## src/rtl/tug_of_war_ctrl.sv

```systemverilog
// Match controller for the 9-light tug-of-war: key edges, point detection, scoring, restart.
// Latency: press/point pulses are combinational (0 cycles); field_reset/score/winner/game_over are registered (1 cycle).
// Backpressure: none; keys are sampled every cycle and presses outside PLAY are dropped.
module tug_of_war_ctrl #(
  parameter int WIN_SCORE   = 7,
  parameter int SCORE_W     = 3,
  parameter int HOLD_CYCLES = 4
) (
  input  logic               clk,
  input  logic               reset,
  input  logic               key_l,
  input  logic               key_r,
  input  logic [8:0]         led,
  output logic               press_l,
  output logic               press_r,
  output logic               field_reset,
  output logic [SCORE_W-1:0] score_l,
  output logic [SCORE_W-1:0] score_r,
  output logic               point_l,
  output logic               point_r,
  output logic               game_over,
  output logic [1:0]         winner
);

  localparam int HOLD_W = (HOLD_CYCLES > 1) ? $clog2(HOLD_CYCLES) : 1;
  localparam logic [SCORE_W-1:0] WIN       = SCORE_W'(WIN_SCORE);
  localparam logic [HOLD_W-1:0]  HOLD_LOAD = HOLD_W'(HOLD_CYCLES - 1);

  typedef enum logic [1:0] {
    S_CLEAR      = 2'd0,
    S_PLAY       = 2'd1,
    S_HOLD       = 2'd2,
    S_MATCH_OVER = 2'd3
  } state_t;

  state_t             state_q, state_d;
  logic               prev_l_q, prev_l_d;
  logic               prev_r_q, prev_r_d;
  logic [HOLD_W-1:0]  hold_cnt_q, hold_cnt_d;
  logic [SCORE_W-1:0] score_l_q, score_l_d;
  logic [SCORE_W-1:0] score_r_q, score_r_d;
  logic               field_reset_q, field_reset_d;
  logic               game_over_q, game_over_d;
  logic [1:0]         winner_q, winner_d;

  logic               rise_l, rise_r;
  logic               in_play;
  logic [SCORE_W-1:0] inc_l, inc_r;

  // Only the two end lights matter for scoring; the rest are ignored.
  logic unused_led;
  assign unused_led = ^led[7:1];

  // Key edge detection and press/point pulses, all zero-latency.
  always_comb begin
    rise_l  = key_l & ~prev_l_q;
    rise_r  = key_r & ~prev_r_q;
    in_play = (state_q == S_PLAY);
    press_l = rise_l & in_play;
    press_r = rise_r & in_play;
    point_l = in_play & led[8] & press_l & ~press_r;
    point_r = in_play & led[0] & press_r & ~press_l;
    // Saturating increment; MATCH_OVER is reached at WIN so this never wraps.
    inc_l   = (score_l_q >= WIN) ? WIN : score_l_q + SCORE_W'(1);
    inc_r   = (score_r_q >= WIN) ? WIN : score_r_q + SCORE_W'(1);
  end

  // Next-state and registered-output logic for the match sequencer.
  always_comb begin
    state_d    = state_q;
    hold_cnt_d = hold_cnt_q;
    score_l_d  = score_l_q;
    score_r_d  = score_r_q;
    winner_d   = winner_q;
    prev_l_d   = key_l;
    prev_r_d   = key_r;

    case (state_q)
      S_CLEAR: begin
        state_d = S_PLAY;
      end
      S_PLAY: begin
        if (point_l) begin
          score_l_d = inc_l;
          if (inc_l == WIN) begin
            state_d  = S_MATCH_OVER;
            winner_d = 2'b10;
          end else begin
            state_d    = S_HOLD;
            hold_cnt_d = HOLD_LOAD;
          end
        end else if (point_r) begin
          score_r_d = inc_r;
          if (inc_r == WIN) begin
            state_d  = S_MATCH_OVER;
            winner_d = 2'b01;
          end else begin
            state_d    = S_HOLD;
            hold_cnt_d = HOLD_LOAD;
          end
        end
      end
      S_HOLD: begin
        if (hold_cnt_q == '0) begin
          state_d = S_CLEAR;
        end else begin
          hold_cnt_d = hold_cnt_q - HOLD_W'(1);
        end
      end
      S_MATCH_OVER: begin
        // Restart needs both keys down with at least one fresh edge.
        if ((rise_l | rise_r) & key_l & key_r) begin
          state_d   = S_CLEAR;
          score_l_d = '0;
          score_r_d = '0;
          winner_d  = 2'b00;
        end
      end
      default: begin
        state_d = S_CLEAR;
      end
    endcase

    field_reset_d = (state_d == S_CLEAR) || (state_d == S_MATCH_OVER);
    game_over_d   = (state_d == S_MATCH_OVER);
  end

  // State registers with synchronous active-low reset; keys read as held through reset.
  always_ff @(posedge clk) begin
    if (!reset) begin
      state_q       <= S_CLEAR;
      prev_l_q      <= 1'b1;
      prev_r_q      <= 1'b1;
      hold_cnt_q    <= '0;
      score_l_q     <= '0;
      score_r_q     <= '0;
      field_reset_q <= 1'b1;
      game_over_q   <= 1'b0;
      winner_q      <= 2'b00;
    end else begin
      state_q       <= state_d;
      prev_l_q      <= prev_l_d;
      prev_r_q      <= prev_r_d;
      hold_cnt_q    <= hold_cnt_d;
      score_l_q     <= score_l_d;
      score_r_q     <= score_r_d;
      field_reset_q <= field_reset_d;
      game_over_q   <= game_over_d;
      winner_q      <= winner_d;
    end
  end

  assign field_reset = field_reset_q;
  assign score_l     = score_l_q;
  assign score_r     = score_r_q;
  assign game_over   = game_over_q;
  assign winner      = winner_q;

endmodule

```

## config.mk

```make
export PLATFORM = sky130hd
export DESIGN_NAME = tug_of_war_ctrl
export DESIGN_NICKNAME = d
export VERILOG_FILES = /design/src/rtl/tug_of_war_ctrl.sv
export SDC_FILE = /design/constraint.sdc
export NUM_CORES = 1
export LEC_CHECK = 0
export CORE_UTILIZATION = 30
export CTS_CLUSTER_DIAMETER = 200
export CTS_CLUSTER_SIZE = 10
export DETAILED_ROUTE_END_ITERATION = 12
export SLEW_MARGIN = 10
export SYNTH_ARGS = -nofsm -noshare
export SYNTH_HDL_FRONTEND = slang
export SYNTH_SLANG_ARGS = --single-unit
```

## constraint.sdc

```tcl
create_clock -name clk -period 6 [get_ports clk]
set_input_delay 1.2 -clock clk [delete_from_list [all_inputs] [get_ports clk]]
set_output_delay 1.2 -clock clk [all_outputs]
set_load 0.01 [all_outputs]
```

==> metrics.cfg, run 1 <==
[placement]
placed_cell_area_um2=1080
io_buffer_count=19
dp_cells=143
gp_congestion=0.7359
dp_hpwl_um=1424

[cells_and_area]
final_cells=147
final_area_um2=1116
drive_above_1_share_pct=6.897
regArea_um2=320.3
multi_input_area_um2=515.5
nFillCells=276
num_antenna_cells=0
utilization_pct=40.47
syn_to_final_growth_pct=27.61
nNetsFinal=136

[worst_hold_path]
hold_path_class=flop to flop
hold_start=winner[1]
hold_depth=2
min_to=winner[1]

[timing]
hold_viol=0
finalClockSkew_ns=0.001193
slew_headroom_pct=65.34
timing.hold.ws_ns=0.4856
setup_viol=0
tightest_slew_ns=0.5192
fin_crit_sh_pct=69.51
rsz0062_at_grt=no
final.setup.tns_ns=0
fmax_mhz=239.8
drv_slew=0
fin_crit_ns=4.170

[critical_path]
crit_required_ns=4.80
crit_family=buffers and inverters
startpoint_type=primary input
crit_chain=clkdlybuf4s50_1 -> nand2b_1 -> nor3b_4 -> nor2b_1 -> clkdlybuf4s50_1
slowest_stage=clkdlybuf4s50_1
crit_top_cell=clkdlybuf4s50_1
path_depth=5
critPathKind=primary input to output port
timing.rr.start=state_q[0]
crit_fanout=9
path_buf_inv=2
r2r_slack_ns=3.77
ff2ff_path_depth=6
worstSetupEndpointType=output port
cp_slowest_stage_delay_ns=0.54
worstPathArrival_ns=2.97
worstReg2RegEnd=field_reset

[drt]
routed_wl_um=1891
wl_per_cell_um=12.86
dr.pass1.iters=4
antenna_left=0
drc_errors=0
dr.first_iter.drc_count=27
viasPerCell=5.333
num_vias=784

[flow_run]
cap_violations=0

[power_and_ir_drop]
p_per_area_nw_per_um2=187.5
irDropWorstVdd_uv=117.8
p_leak_nw=0.4097

[synthesis]
synthArstFlopShare_pct=0
yosys.area.top_type_share_pct=36.62
syn_avg_cell_area_um2=9.016
netlist_instances=97
synth_area_leaders=dfxtp_1 (37%), ha_1 (8.6%), a21boi_1 (6.0%)
syn-cell-area_um2=874.6
ys_ff_latch=16
synth_warnings=0
ys.flop_type=dfxtp_1
syn_nets=116
synth_most_common_cell=dfxtp_1
ys_types=34
ys_seq_area_share_pct=36.62
synth_edf_count=0
synth_common_cells=dfxtp_1 (16), nand2_1 (13), a21boi_1 (7)
yosys.area.top_type=dfxtp_1

[global_route]
grt_pass1_vias=731
grt_pass1_wl_um=3243
grt_remaining_overflow=0
grt_max_degree=17
antenna_found_initial=0
groute.usage.overall_pct=12.76

[clocking]
cts_max_level=1
cts.sinks=16
path_clk_slew_ns=0.10
max-clock-path-buffers=2
cts_tree=done
cts-root-buf=clkbuf_4
post_cts_resized=0
clk_latency_ns=0.29
cts_setup_buffers=0
cts_hold_buffers=0
cts_buffers=3

[floorplan]
pin_count=27
coreArea_um2=2758
start_util_pct=31.72
fp.dieW_um=56.00
die_h_um=56.00
fp.dieArea_um2=3135
rows=19

[status]
status=complete, no violations

[worst max-delay path by stage]
stage / from / end
5_1_grt: key_r / point_r
4_1_cts: key_r / point_r
3_5_place_dp: key_r / point_r
2_1_floorplan: key_l / point_r
6_report: key_r / point_r
3_3_place_gp: key_r / point_r
[sequential cells by signal, summed over array words and instances (netlist names)]
signal and count:
prev_l_q 1, winner 2, state_q 2, game_over 1, score_l 3, field_reset 1, score_r 3, hold_cnt_q 2
prev_r_q 1
[cells in the final DEF (no fill, tap or decap), drive strengths merged, types with 2 or more instances in the layout]
cell type      netlist  final
o2111ai              5      5
nor3                 2      2
clkbuf               2      4
nor2b                2      2
ha                   6      6
inv                  4      4
dfxtp               16     16
and3                 2      2
nand2               13     13
nand2b               3      3
a21boi               7      7
a31o                 2      2
nor2                 4      4
a31oi                3      3
clkdlybuf4s50        0     19
o21ai                5      5
nor3b                2      2
and2                 4      4
[worst min-delay path, delay by kind of cell, from the launching register on]
kind,cells,cell delay [ns]
flops,1,0.32
compound gates,2,0.12
[layer usage]
metal | GRT usage [%] | share of wire (%)
met1 | 16.91 | 49
met2 | 20.92 | 47
met3 | 2.326 | 3.3
met4 | 4.181 | 1.1
met5 | 0 | 0
[where the power goes]
part           switching (mW)  internal (mW)  leakage, nW
combinational          0.0111         0.0122        0.258
sequential            0.00341          0.109        0.130
clock                  0.0364         0.0370       0.0210
[metrics by stage]
step / power [mW] / setup slack [ns]
2_1_floorplan: 0.1282 / 2.877
6_report: 0.2093 / 1.830
5_1_grt: 0.2181 / 1.750
3_5_place_dp: 0.1385 / 1.838
4_1_cts: 0.2106 / 1.831
3_3_place_gp: 0.1381 / 1.826
[cells by family (layout without fill, tap and decap cells)]
kind of cell             count (synthesis)  count (layout)  synth area share (%)
AO/OA/AOI/OAI                           30              30                 26.04
adder cells (fa/ha/maj)                  6               6                 8.583
buffers and inverters                    8              27                 4.434
flip-flops                              16              16                 36.62
AND/OR/NAND/NOR                         37              37                 24.32
[final cells by class]
class,instances,area share (%)
Multi-Input combinational cell,73,46.19
Sequential cell,16,28.70
Clock buffer,4,3.251
Tap cell,31,3.475
Inverter,4,1.345
Timing Repair Buffer,19,17.04
Power figures use the tool's default switching activity.
==> inputs of run 2 (changes only) <==
- clock period: 6 -> 3.5 ns (I/O delays scaled with it)
==> run 2 against run 1 <==
Net effect:
- global-route usage down 0.38 points
- combinational power increased by 71%
- via count is 0.26% higher
- first-iteration DRC count shrank 74%
- clock-buffer cell count is the same
- critical path depth fell by 1
- largest cell class unchanged
- largest power group unchanged
==> metrics.cfg, run 2 (synthesis results as in run 1) <==
[power_and_ir_drop]
p_int_uw=271.6  ; was 158.4 µW
p_switching_uw=85.03  ; was 50.94 µW
switching_share_pct=23.84  ; was 24.33%
p_seq_share_pct=54.2  ; was 53.8%
power_frac_clock_pct=34.6  ; was 35.1%
p_leak_nw=0.4151  ; was 0.4097 nW
irDropWorstVdd_uv=190.5  ; was 117.8 µV
p_per_area_nw_per_um2=317.4  ; was 187.5 nW/µm²
combPwrFrac_pct=11.2  ; about the same

[timing]
setup_viol=0  ; unchanged
hold_viol=0  ; unchanged
fin_crit_sh_pct=89.19
finalClockSkew_ns=0.009746  ; was 0.001193 ns
timing.hold.ws_ns=0.4824  ; was 0.4856 ns
fmax_mhz=320.3
final.setup.tns_ns=0  ; unchanged
fin_crit_ns=3.122
tightest_slew_ns=0.5190  ; was 0.5192 ns
rsz0062_at_grt=no  ; unchanged
drv_slew=0  ; unchanged
slew_headroom_pct=65.35  ; was 65.34%

[clocking]
clk_latency_ns=0.29  ; about the same
cts_setup_buffers=0  ; unchanged
cts_max_level=1  ; unchanged
max-clock-path-buffers=2  ; unchanged
cts_buffers=3  ; unchanged
path_clk_slew_ns=0.09  ; was 0.10 ns
cts_tree=done  ; unchanged
cts-root-buf=clkbuf_4  ; unchanged
cts.sinks=16  ; unchanged
post_cts_resized=0  ; unchanged
cts_hold_buffers=0  ; unchanged

[worst_hold_path]
hold_path_class=flop to flop  ; unchanged

[drt]
dr.pass1.iters=3  ; was 4
wl_per_cell_um=12.50  ; was 12.86 µm
dr.first_iter.drc_count=7  ; was 27
drc_errors=0  ; unchanged
num_vias=786  ; was 784
antenna_left=0  ; unchanged
routed_wl_um=1850  ; was 1891 µm
viasPerCell=5.311  ; was 5.333

[placement]
dp_hpwl_um=1405  ; was 1424 µm
placed_cell_area_um2=1087  ; was 1080 µm²
io_buffer_count=19  ; unchanged
gp_congestion=0.7155  ; was 0.7359

[cells_and_area]
final_cell_mix=clkdlybuf4s50_1 (19), dfxtp_1 (16), nand2_1 (13)  ; unchanged
final_area_um2=1124  ; was 1116 µm²
drive_above_1_share_pct=7.692  ; was 6.897%
nFillCells=281  ; was 276
syn_to_final_growth_pct=28.47  ; was 27.61%
nNetsFinal=137  ; was 136
layout_commonest_cell=clkdlybuf4s50_1  ; unchanged
num_antenna_cells=0  ; unchanged

[global_route]
grt_pass1_vias=726  ; was 731
grt_remaining_overflow=0  ; unchanged
grt_pass1_wl_um=3111  ; was 3243 µm
grt_max_degree=17  ; unchanged
groute.usage.overall_pct=12.38  ; was 12.76%
antenna_found_initial=0  ; unchanged

[critical_path]
slowest_stage=clkdlybuf4s50_1  ; unchanged
crit_top_cell=clkdlybuf4s50_1  ; unchanged
crit_chain=clkdlybuf4s50_1 -> and4bb_1 -> and3_1 -> clkdlybuf4s50_1  ; was clkdlybuf4s50_1 -> nand2b_1 -> nor3b_4 -> nor2b_1 -> clkdlybuf4s50_1
crit_fanout=9  ; unchanged
worstSetupEndpointType=output port  ; unchanged
worstPathArrival_ns=2.42  ; was 2.97 ns
cp_slowest_stage_delay_ns=0.61  ; was 0.54 ns
startpoint_type=primary input  ; unchanged
path_buf_inv=2  ; unchanged
crit_family=buffers and inverters  ; unchanged
critPathKind=primary input to output port  ; unchanged
crit_required_ns=2.80  ; was 4.80 ns

[floorplan]
coreArea_um2=2758  ; unchanged
fp.dieW_um=56.00  ; unchanged
start_util_pct=31.72  ; unchanged
pin_count=27  ; unchanged
rows=19  ; unchanged
fp.dieArea_um2=3135  ; unchanged
die_h_um=56.00  ; unchanged

[status]
status=complete, no violations  ; unchanged

[flow_run]
cap_violations=0  ; unchanged

-- run 2: cell count changes in the layout (fill, tap and decap cells not counted), sizes merged --
cell and change:
buf +1
-- run 2: final timing paths --
check	from	endpoint	slack [ns]	depth (start not counted)
worst max-delay path	key_l	point_l	0.38	4
worst min-delay path	winner[1]	winner[1]	0.48	2
worst max register to register	state_q[0]	field_reset	1.26	6
worst min register to register	winner[1]	winner[1]	0.48	2
-- run 2: worst min-delay path, cell delays in order, from the launching register on --
cell and delay, ns:
dfxtp_1 0.32, o31ai_1 0.06, a21boi_1 0.06
-- run 2: power groups by stage --
stage	logic, mW	clock network (mW)	registers [mW]
2_1_floorplan	0.0246	0	0.195
3_3_place_gp	0.0400	0	0.197
3_5_place_dp	0.0403	0	0.197
4_1_cts	0.0404	0.127	0.193
5_1_grt	0.0444	0.140	0.194
6_report	0.0401	0.123	0.193
-- run 2: final cells by class --
class                           instances  area, µm²  share of cell area [%]
Clock buffer                            4      36.28                   3.229
Tap cell                               31      38.79                   3.452
Inverter                                4      15.01                   1.336
Multi-Input combinational cell         73      515.5                   45.88
Sequential cell                        16      320.3                   28.51
Timing Repair Buffer                   20      197.7                   17.59
-- run 2: metrics by stage --
stage               power, mW  instances  worst slack [ns]  util [%]
floorplan              0.2198         97             1.328         -
global placement       0.2372        144            0.3936     39.43
detailed placement     0.2376        144            0.3808     39.43
CTS                    0.3599        148            0.3842     40.74
global route           0.3780        148            0.2940     40.74
finish                 0.3566        148            0.3782     40.74
-- run 2: layer usage --
metal	GRT usage (%)	share of wire [%]
met3	2.558	3.7
met5	0	0
met4	4.181	0.49
met1	16.79	50
met2	19.56	46
